$ cat config.mk
export PLATFORM = sky130hd
export DESIGN_NAME = id_ex_stage
export DESIGN_NICKNAME = d
export VERILOG_FILES = /design/src/rtl/id_ex_stage_pkg.sv /design/src/rtl/id_ex_stage_forward_mux.sv /design/src/rtl/id_ex_stage.sv
export SDC_FILE = /design/constraint.sdc
export NUM_CORES = 1
export LEC_CHECK = 0
export ABC_AREA = 1
export CAP_MARGIN = 20
export CORE_UTILIZATION = 42
export CTS_CLUSTER_DIAMETER = 40
export DETAILED_ROUTE_END_ITERATION = 6
export MAX_ROUTING_LAYER = met4
export PLACE_DENSITY = 0.84
export SLEW_MARGIN = 20
export SYNTH_ARGS = -nofsm -noshare
export SYNTH_HDL_FRONTEND = slang
export SYNTH_SLANG_ARGS = --single-unit
$ cat constraint.sdc
create_clock -name clk -period 3.35 [get_ports clk]
set_input_delay 0.67 -clock clk [delete_from_list [all_inputs] [get_ports clk]]
set_output_delay 0.67 -clock clk [all_outputs]
set_load 0.01 [all_outputs]
$ cat src/rtl/id_ex_stage_pkg.sv
// Shared constants for the ID/EX stage: default datapath widths and the ALU opcode encoding.
package id_ex_stage_pkg;

    localparam int DEF_DATA_W = 16;
    localparam int DEF_REG_AW = 4;

    // ALU opcode encoding shared with the decoder and the ALU
    localparam logic [7:0] OP_EMPTY = 8'h0B;
    localparam logic [7:0] OP_ADD   = 8'h19;

endpackage

$ cat src/rtl/id_ex_stage_forward_mux.sv
// Per-operand bypass selector: EX/MEM result beats MEM/WB data, which beats the register file.
module forward_mux
    import id_ex_stage_pkg::*;
#(
    parameter int DATA_W = DEF_DATA_W,
    parameter int REG_AW = DEF_REG_AW
) (
    input  logic              use_reg,
    input  logic [REG_AW-1:0] addr,
    input  logic [DATA_W-1:0] rf_data,
    input  logic              exm_reg_write,
    input  logic              exm_mem_read,
    input  logic [REG_AW-1:0] exm_rd_addr,
    input  logic [DATA_W-1:0] exm_result,
    input  logic              mw_reg_write,
    input  logic [REG_AW-1:0] mw_rd_addr,
    input  logic [DATA_W-1:0] mw_data,
    output logic [DATA_W-1:0] data
);

    // A load in EX/MEM has no data yet, so it must not be bypassed from that stage
    always_comb begin
        data = rf_data;
        if (use_reg) begin
            if (exm_reg_write && !exm_mem_read && (exm_rd_addr == addr)) begin
                data = exm_result;
            end else if (mw_reg_write && (mw_rd_addr == addr)) begin
                data = mw_data;
            end
        end
    end

endmodule

$ cat src/rtl/id_ex_stage.sv
// ID/EX pipeline register with operand forwarding and load-use bubble insertion.
module id_ex_stage
    import id_ex_stage_pkg::*;
#(
    parameter int DATA_W = DEF_DATA_W,
    parameter int REG_AW = DEF_REG_AW
) (
    input  logic              clk,
    input  logic              rst,
    input  logic              stall,
    input  logic              flush,
    input  logic              id_valid,
    input  logic [7:0]        id_opcode,
    input  logic [REG_AW-1:0] id_rs_addr,
    input  logic [REG_AW-1:0] id_rt_addr,
    input  logic              id_use_rs,
    input  logic              id_use_rt,
    input  logic [DATA_W-1:0] id_rs_data,
    input  logic [DATA_W-1:0] id_rt_data,
    input  logic [DATA_W-1:0] id_imm,
    input  logic              id_use_imm,
    input  logic [REG_AW-1:0] id_rd_addr,
    input  logic              id_reg_write,
    input  logic              id_mem_read,
    input  logic              id_mem_write,
    input  logic              exm_reg_write,
    input  logic              exm_mem_read,
    input  logic [REG_AW-1:0] exm_rd_addr,
    input  logic [DATA_W-1:0] exm_result,
    input  logic              mw_reg_write,
    input  logic [REG_AW-1:0] mw_rd_addr,
    input  logic [DATA_W-1:0] mw_data,
    output logic              load_use_stall,
    output logic              ex_valid,
    output logic [7:0]        ex_opcode,
    output logic [DATA_W-1:0] ex_input1,
    output logic [DATA_W-1:0] ex_input2,
    output logic [DATA_W-1:0] ex_store_data,
    output logic [REG_AW-1:0] ex_rd_addr,
    output logic              ex_reg_write,
    output logic              ex_mem_read,
    output logic              ex_mem_write
);

    logic [REG_AW-1:0] ex_rs_addr, ex_rt_addr;
    logic              ex_use_rs, ex_use_rt, ex_use_imm;
    logic [DATA_W-1:0] ex_rs_data, ex_rt_data, ex_imm;
    logic [DATA_W-1:0] fwd_rs, fwd_rt;

    logic              nxt_valid, nxt_use_rs, nxt_use_rt, nxt_use_imm;
    logic              nxt_reg_write, nxt_mem_read, nxt_mem_write;
    logic [7:0]        nxt_opcode;
    logic [REG_AW-1:0] nxt_rs_addr, nxt_rt_addr, nxt_rd_addr;
    logic [DATA_W-1:0] nxt_rs_data, nxt_rt_data, nxt_imm;

    assign load_use_stall = ex_valid && ex_mem_read && ex_reg_write && id_valid &&
                            ((id_use_rs && (id_rs_addr == ex_rd_addr)) ||
                             (id_use_rt && (id_rt_addr == ex_rd_addr)));

    // Next contents default to a bubble; a real capture gates its controls with id_valid
    always_comb begin
        nxt_valid     = 1'b0;
        nxt_opcode    = OP_EMPTY;
        nxt_rs_addr   = '0;
        nxt_rt_addr   = '0;
        nxt_use_rs    = 1'b0;
        nxt_use_rt    = 1'b0;
        nxt_rs_data   = '0;
        nxt_rt_data   = '0;
        nxt_imm       = '0;
        nxt_use_imm   = 1'b0;
        nxt_rd_addr   = '0;
        nxt_reg_write = 1'b0;
        nxt_mem_read  = 1'b0;
        nxt_mem_write = 1'b0;
        if (!flush && !load_use_stall) begin
            nxt_valid     = id_valid;
            nxt_opcode    = id_valid ? id_opcode : OP_EMPTY;
            nxt_rs_addr   = id_rs_addr;
            nxt_rt_addr   = id_rt_addr;
            nxt_use_rs    = id_use_rs && id_valid;
            nxt_use_rt    = id_use_rt && id_valid;
            nxt_rs_data   = id_rs_data;
            nxt_rt_data   = id_rt_data;
            nxt_imm       = id_imm;
            nxt_use_imm   = id_use_imm && id_valid;
            nxt_rd_addr   = id_rd_addr;
            nxt_reg_write = id_reg_write && id_valid;
            nxt_mem_read  = id_mem_read && id_valid;
            nxt_mem_write = id_mem_write && id_valid;
        end
    end

    // flush overrides stall, so the register updates whenever either flush or no stall
    always_ff @(posedge clk or negedge rst) begin
        if (!rst) begin
            ex_valid     <= 1'b0;
            ex_opcode    <= OP_EMPTY;
            ex_rs_addr   <= '0;
            ex_rt_addr   <= '0;
            ex_use_rs    <= 1'b0;
            ex_use_rt    <= 1'b0;
            ex_rs_data   <= '0;
            ex_rt_data   <= '0;
            ex_imm       <= '0;
            ex_use_imm   <= 1'b0;
            ex_rd_addr   <= '0;
            ex_reg_write <= 1'b0;
            ex_mem_read  <= 1'b0;
            ex_mem_write <= 1'b0;
        end else if (flush || !stall) begin
            ex_valid     <= nxt_valid;
            ex_opcode    <= nxt_opcode;
            ex_rs_addr   <= nxt_rs_addr;
            ex_rt_addr   <= nxt_rt_addr;
            ex_use_rs    <= nxt_use_rs;
            ex_use_rt    <= nxt_use_rt;
            ex_rs_data   <= nxt_rs_data;
            ex_rt_data   <= nxt_rt_data;
            ex_imm       <= nxt_imm;
            ex_use_imm   <= nxt_use_imm;
            ex_rd_addr   <= nxt_rd_addr;
            ex_reg_write <= nxt_reg_write;
            ex_mem_read  <= nxt_mem_read;
            ex_mem_write <= nxt_mem_write;
        end
    end

    forward_mux #(.DATA_W(DATA_W), .REG_AW(REG_AW)) u_fwd_rs (
        .use_reg       (ex_use_rs),
        .addr          (ex_rs_addr),
        .rf_data       (ex_rs_data),
        .exm_reg_write (exm_reg_write),
        .exm_mem_read  (exm_mem_read),
        .exm_rd_addr   (exm_rd_addr),
        .exm_result    (exm_result),
        .mw_reg_write  (mw_reg_write),
        .mw_rd_addr    (mw_rd_addr),
        .mw_data       (mw_data),
        .data          (fwd_rs)
    );

    forward_mux #(.DATA_W(DATA_W), .REG_AW(REG_AW)) u_fwd_rt (
        .use_reg       (ex_use_rt),
        .addr          (ex_rt_addr),
        .rf_data       (ex_rt_data),
        .exm_reg_write (exm_reg_write),
        .exm_mem_read  (exm_mem_read),
        .exm_rd_addr   (exm_rd_addr),
        .exm_result    (exm_result),
        .mw_reg_write  (mw_reg_write),
        .mw_rd_addr    (mw_rd_addr),
        .mw_data       (mw_data),
        .data          (fwd_rt)
    );

    assign ex_input1     = fwd_rs;
    assign ex_input2     = ex_use_imm ? ex_imm : fwd_rt;
    assign ex_store_data = fwd_rt;

endmodule

### Yosys cells after proc, flatten, opt, wreduce, memory -nomap -nowiden

Index checks and enable logic that the tools add are counted.

| storage, ports and cells | value |
|---|---|
| flip-flop bits (word level) | 75 |
| latch bits | 0 |
| RAM bits | 0 |
| memory bits (read-only) | 0 |
| bits of input ports | 122 |
| output and inout bits | 65 |
| logic and storage cells | 66 |
| memories kept | 0 |

| operators by class | value |
|---|---|
| $add $sub $neg | 0 |
| $mul | 0 |
| div/mod/pow operators | 0 |
| order comparisons | 0 |
| equality and inequality tests | 6 |
| shift-type cells | 0 |
| muxes and demuxes | 22 |
| bitwise gates (word level) | 0 |
| reduce and logical (&&, ||, !) cells | 24 |

Operators with widths:

| operator | number |
|---|---|
| 16-bit two-way mux | 10 |
| 4-bit == test | 6 |
| 1-bit logical AND | 18 |
| 8-bit two-way mux | 2 |
| 4-bit two-way mux | 3 |
| 1-bit two-way mux | 7 |
| 1-bit logical NOT | 4 |
| 1-bit logical OR | 2 |

### Longest topological paths before layout

| depth | value |
|---|---|
| depth in word-level cells | 7 |
| depth in mapped cells | 11 |
| mapped depth without buffers | 10 |

### Modules after synthesis

Synthesis repeated with hierarchy kept, for this count alone.

| second synthesis, totals | value |
|---|---|
| cell total of the unflattened synthesis | 741 |
| area total of the unflattened synthesis | 5407.7 um^2 |

By module, submodules not included:

| module | times used | cells each | area an instance (um^2) | sequential area each (um^2) |
|---|---|---|---|---|
| id_ex_stage | 1 | 417 | 3773.6 | 1880.6 |
| forward_mux | 2 | 162 | 817.0 | 0.0 |

### Least setup slack after synthesis

OpenSTA, ideal clock, no wires.

| timing path | value |
|---|---|
| path kind | input-to-output |
| start | input exm_reg_write |
| end | output ex_input2[10] |
| data arrival time | 1.600 ns |
| data required time | 2.680 ns |
| path slack | 1.080 ns |
| stages on the path | 11 |
| cells stage by stage | inv_1 -> nor2_1 -> nand2_1 -> nor2_2 -> nand3_4 -> nand2_4 -> nand2_4 -> buf_8 -> nand2_2 -> nand3_1 -> nand2_1 |

| on the way | value |
|---|---|
| longest elaborated chain between the ends | 5 |

Ends and longest elaborated chain:

| element | line | RTL |
|---|---|---|
| from (decl) | id_ex_stage.sv:26 | `input logic exm_reg_write,` |
| 1-bit logical AND (2 in a row) | id_ex_stage_forward_mux.sv:25 | `if (exm_reg_write && !exm_mem_read && (exm_rd_addr == addr)) begin` |
| 16-bit two-way mux | id_ex_stage_forward_mux.sv:25 |  |
| 16-bit two-way mux | id_ex_stage_forward_mux.sv:24 | `if (use_reg) begin` |
| 16-bit two-way mux | id_ex_stage.sv:158 | `assign ex_input2 = ex_use_imm ? ex_imm : fwd_rt;` |
| to (decl) | id_ex_stage.sv:37 | `output logic [DATA_W-1:0] ex_input2,` |

No other way between the ends.

### Final worst setup path

| timing path | value |
|---|---|
| start | input exm_rd_addr[0] |
| end | output ex_input1[10] |

| on the way | value |
|---|---|
| longest elaborated chain between the ends | 4 |

Ends and longest elaborated chain:

| element | line | RTL |
|---|---|---|
| from (decl) | id_ex_stage.sv:28 | `input logic [REG_AW-1:0] exm_rd_addr,` |
| 4-bit == test | id_ex_stage_forward_mux.sv:25 |  |
| 1-bit logical AND | id_ex_stage_forward_mux.sv:25 |  |
| 16-bit two-way mux | id_ex_stage_forward_mux.sv:25 |  |
| 16-bit two-way mux | id_ex_stage_forward_mux.sv:24 |  |
| to (decl) | id_ex_stage.sv:36 | `output logic [DATA_W-1:0] ex_input1,` |

No other way between the ends.

==> metrics.yaml <==
power_density_nw_per_um2: 351
timing.final.max_slew_violations: 0
drive_above_1_share_pct: 8.86
final.setup.tns_ns: 0
dr.first_iter.drc_count: 475
clkTransAtPathRegs_ns: 0.06
synth_top_area_share_pct: 36.2
post_dp_cell_area_sq_um: 6910
path_max_fanout: 13
routed_wirelength_um: 16900
vias: 5565
cts_tree: "done"
grt_pass1_wl_um: 27200
synthArstFlopShare_pct: 100
fin_nets: 1055
hpwl_um: 11800
synthFlopType: "dfrtp_1"
synth_area_sq_um: 4980
cts_buffer_depth: 2
coreArea_sq_um: 11500
critical_path.endpoint_type: "primary output"
avgRoutedWirePerCell_um: 15.7
cts-hold-fix-buffers: 0
period_share_pct: 98.5
synth_commonest_cells: "nand2_1, nor2_1, dfrtp_1, o21ai_1, inv_1"
grt_max_degree: 76
startpoint: "exm_rd_addr[0]"
setup_viol: 0
reg2reg_from: "ex_rd_addr[0]"
die-area_sq_um: 12300
areaGrowthSynthToFinish_pct: 46.5
yosysMostFrequentCell: "nand2_1"
grt_usage_pct: 28.5
required_ns: 2.68
fmax_ghz: 0.303
antenna_found_initial: 0
dieHeight_um: 111
arrival_ns: 2.63
cts_made_buffers: 9
first_pass_iters: 5
cts-htree-levels: 3
yosysTopAreaCell: "dfrtp_1"
synth-seq-area-share_pct: 37.8
tightest_slew_ns: 0.988
synthesis.nets: 878
slew_headroom_pct: 34.1
fin_cells: 1080
via_per_inst: 5.15
yosysUniqueCellTypes: 27
io_pins: 187
dp_cells: 1059
die_w_um: 111
portBuffers: 186
grt-ovfl-total: 0
status: "finished, final reports clean"
critPathKind: "in2out"
syn_area_per_cell_sq_um: 6.59
ant_nets: 0
synth_edf_count: 0
worstSkewPairLatency_ns: 0.33
nFillCells: 1034
max_cap_viol_count: 0
first_global_vias: 5411
synth.area.top_cells: "dfrtp_1, nand2_1, o21ai_1"
initial_core_util_pct: 43.4
rows: 39
fin_crit_ns: 3.30
power_leakage_nw: 3.79
yosys_register_bits: 75
vdd_ir_drop_max_mv: 0.260
yosysWarningCount: 0
hold_viol: 0
synth_cells: 756
diodes: 0
worst_setup_path_start_kind: "input port"
fin_area_sq_um: 7300
gp_congestion: 0.919
route.detailed.drc: 0
rsz0062_at_grt: "yes"
root_buffer: "clkbuf_16"
clock_skew_ns: 0.00615
clock-sinks: 75
hold_class: "in2async"
[area by class of cell]
cell class                      count  area [sq um]  area share, %
Multi-Input combinational cell    577          2630           36.0
Clock buffer                        9           225           3.09
Sequential cell                    75          1880           25.8
Inverter                           62           233           3.19
Tap cell                          143           179           2.45
Clock inverter                      6          66.3          0.909
Timing Repair Buffer              208          2080           28.6
[per-layer routing]
layer | part of all wire, % | up-vias | GRT usage [%]
li1 | - | 2729 | -
met1 | 45 | 2561 | 38.2
met2 | 45 | 251 | 43.4
met3 | 8.0 | 24 | 5.80
met4 | 2.2 | 0 | 8.98
met5 | 0 | - | -
[state kept, by name (all words and copies together) (netlist names)]
register      cells
ex_rd_addr        4
ex_rs_addr        4
ex_mem_write      1
ex_rs_data       16
ex_use_imm        1
ex_use_rs         1
ex_use_rt         1
ex_imm           16
ex_reg_write      1
ex_mem_read       1
ex_rt_data       16
ex_opcode         8
ex_valid          1
ex_rt_addr        4
[where the power goes]
part | switching (W) | internal, W
Combinational | 0.000296 | 0.000288
Sequential | 0.0000393 | 0.000957
Clock | 0.000406 | 0.000574
[layout by cell type, fill, tap and decap left out]
cell / netlist / routed
nand3_1: 38 / 37
and2_1: 16 / 16
buf_12: 0 / 3
clkbuf_16: 0 / 12
nand3_4: 2 / 4
xnor2_1: 5 / 5
dlymetal6s2s_1: 0 / 10
nor2_2: 6 / 9
clkinvlp_4: 0 / 3
dfrtp_1: 72 / 72
o21ai_0: 8 / 3
nand2_1: 297 / 297
nand2_4: 3 / 3
o22ai_1: 3 / 3
nor2_1: 80 / 76
bufinv_16: 0 / 1
xor2_1: 2 / 2
clkinv_2: 0 / 1
inv_2: 5 / 5
dlygate4sd2_1: 0 / 27
inv_1: 57 / 57
clkdlybuf4s15_1: 0 / 5
clkbuf_2: 0 / 5
inv_6: 0 / 1
buf_4: 2 / 16
o21ai_1: 72 / 77
buf_6: 9 / 1
nand2_2: 12 / 12
dfstp_2: 3 / 3
nand4_1: 29 / 29
nor2_4: 3 / 4
clkdlybuf4s50_1: 0 / 138
[per-stage QoR]
step / util (%) / total power [W] / hold WS (ns) / setup slack [ns]
6_report: 63.6 / 0.00256 / 0.477 / 0.0509
5_1_grt: 63.6 / 0.00267 / 0.482 / -0.0542
4_1_cts: 62.5 / 0.00257 / 0.476 / 0.0000395
3_5_place_dp: 60.3 / 0.00161 / 0.464 / -0.126
3_3_place_gp: 60.3 / 0.00160 / 0.457 / -0.102
2_1_floorplan: - / 0.00127 / 0.374 / 1.08
[worst max-delay path: stages]
cell and delay [ns]:
clkdlybuf4s50_1 0.45, inv_1 0.05, buf_4 0.13, nand2_1 0.05, nand2_1 0.06, nor2_2 0.13
nand3_4 0.14, clkbuf_16 0.21, nand3_1 0.08, nand2_1 0.06, nand2_1 0.06, clkdlybuf4s50_1 0.53
[final timing paths]
path | to | slack [ns] | depth (start not counted)
max | ex_input1[10] | 0.05 | 12
min | ex_imm[8] | 0.48 | 1
max reg2reg | ex_rt_data[8] | 1.38 | 8
min reg2reg | ex_use_rs | 0.48 | 2
max in group asynchronous | ex_rt_data[6] | 2.21 | 1
min in group clk | ex_use_rs | 0.48 | 2
[cell families (layout without fill, tap and decap cells)]
group | after synthesis | after routing | synth area share [%]
AND/OR/NAND/NOR | 487 | 487 | 42.4
buffers and inverters | 104 | 285 | 10.2
AO/OA/AOI/OAI | 83 | 83 | 8.42
flip-flops | 75 | 75 | 37.8
XOR/XNOR | 7 | 7 | 1.23
[timing repair]
action / in CTS / in global routing
pin swaps: 1 / 7
gates resized for setup: 44 / 30
endpoints found under the setup margin: 38 / 18
cloned: 0 / 3
setup buffers: 0 / 3
(Power assumes the default switching activity.)
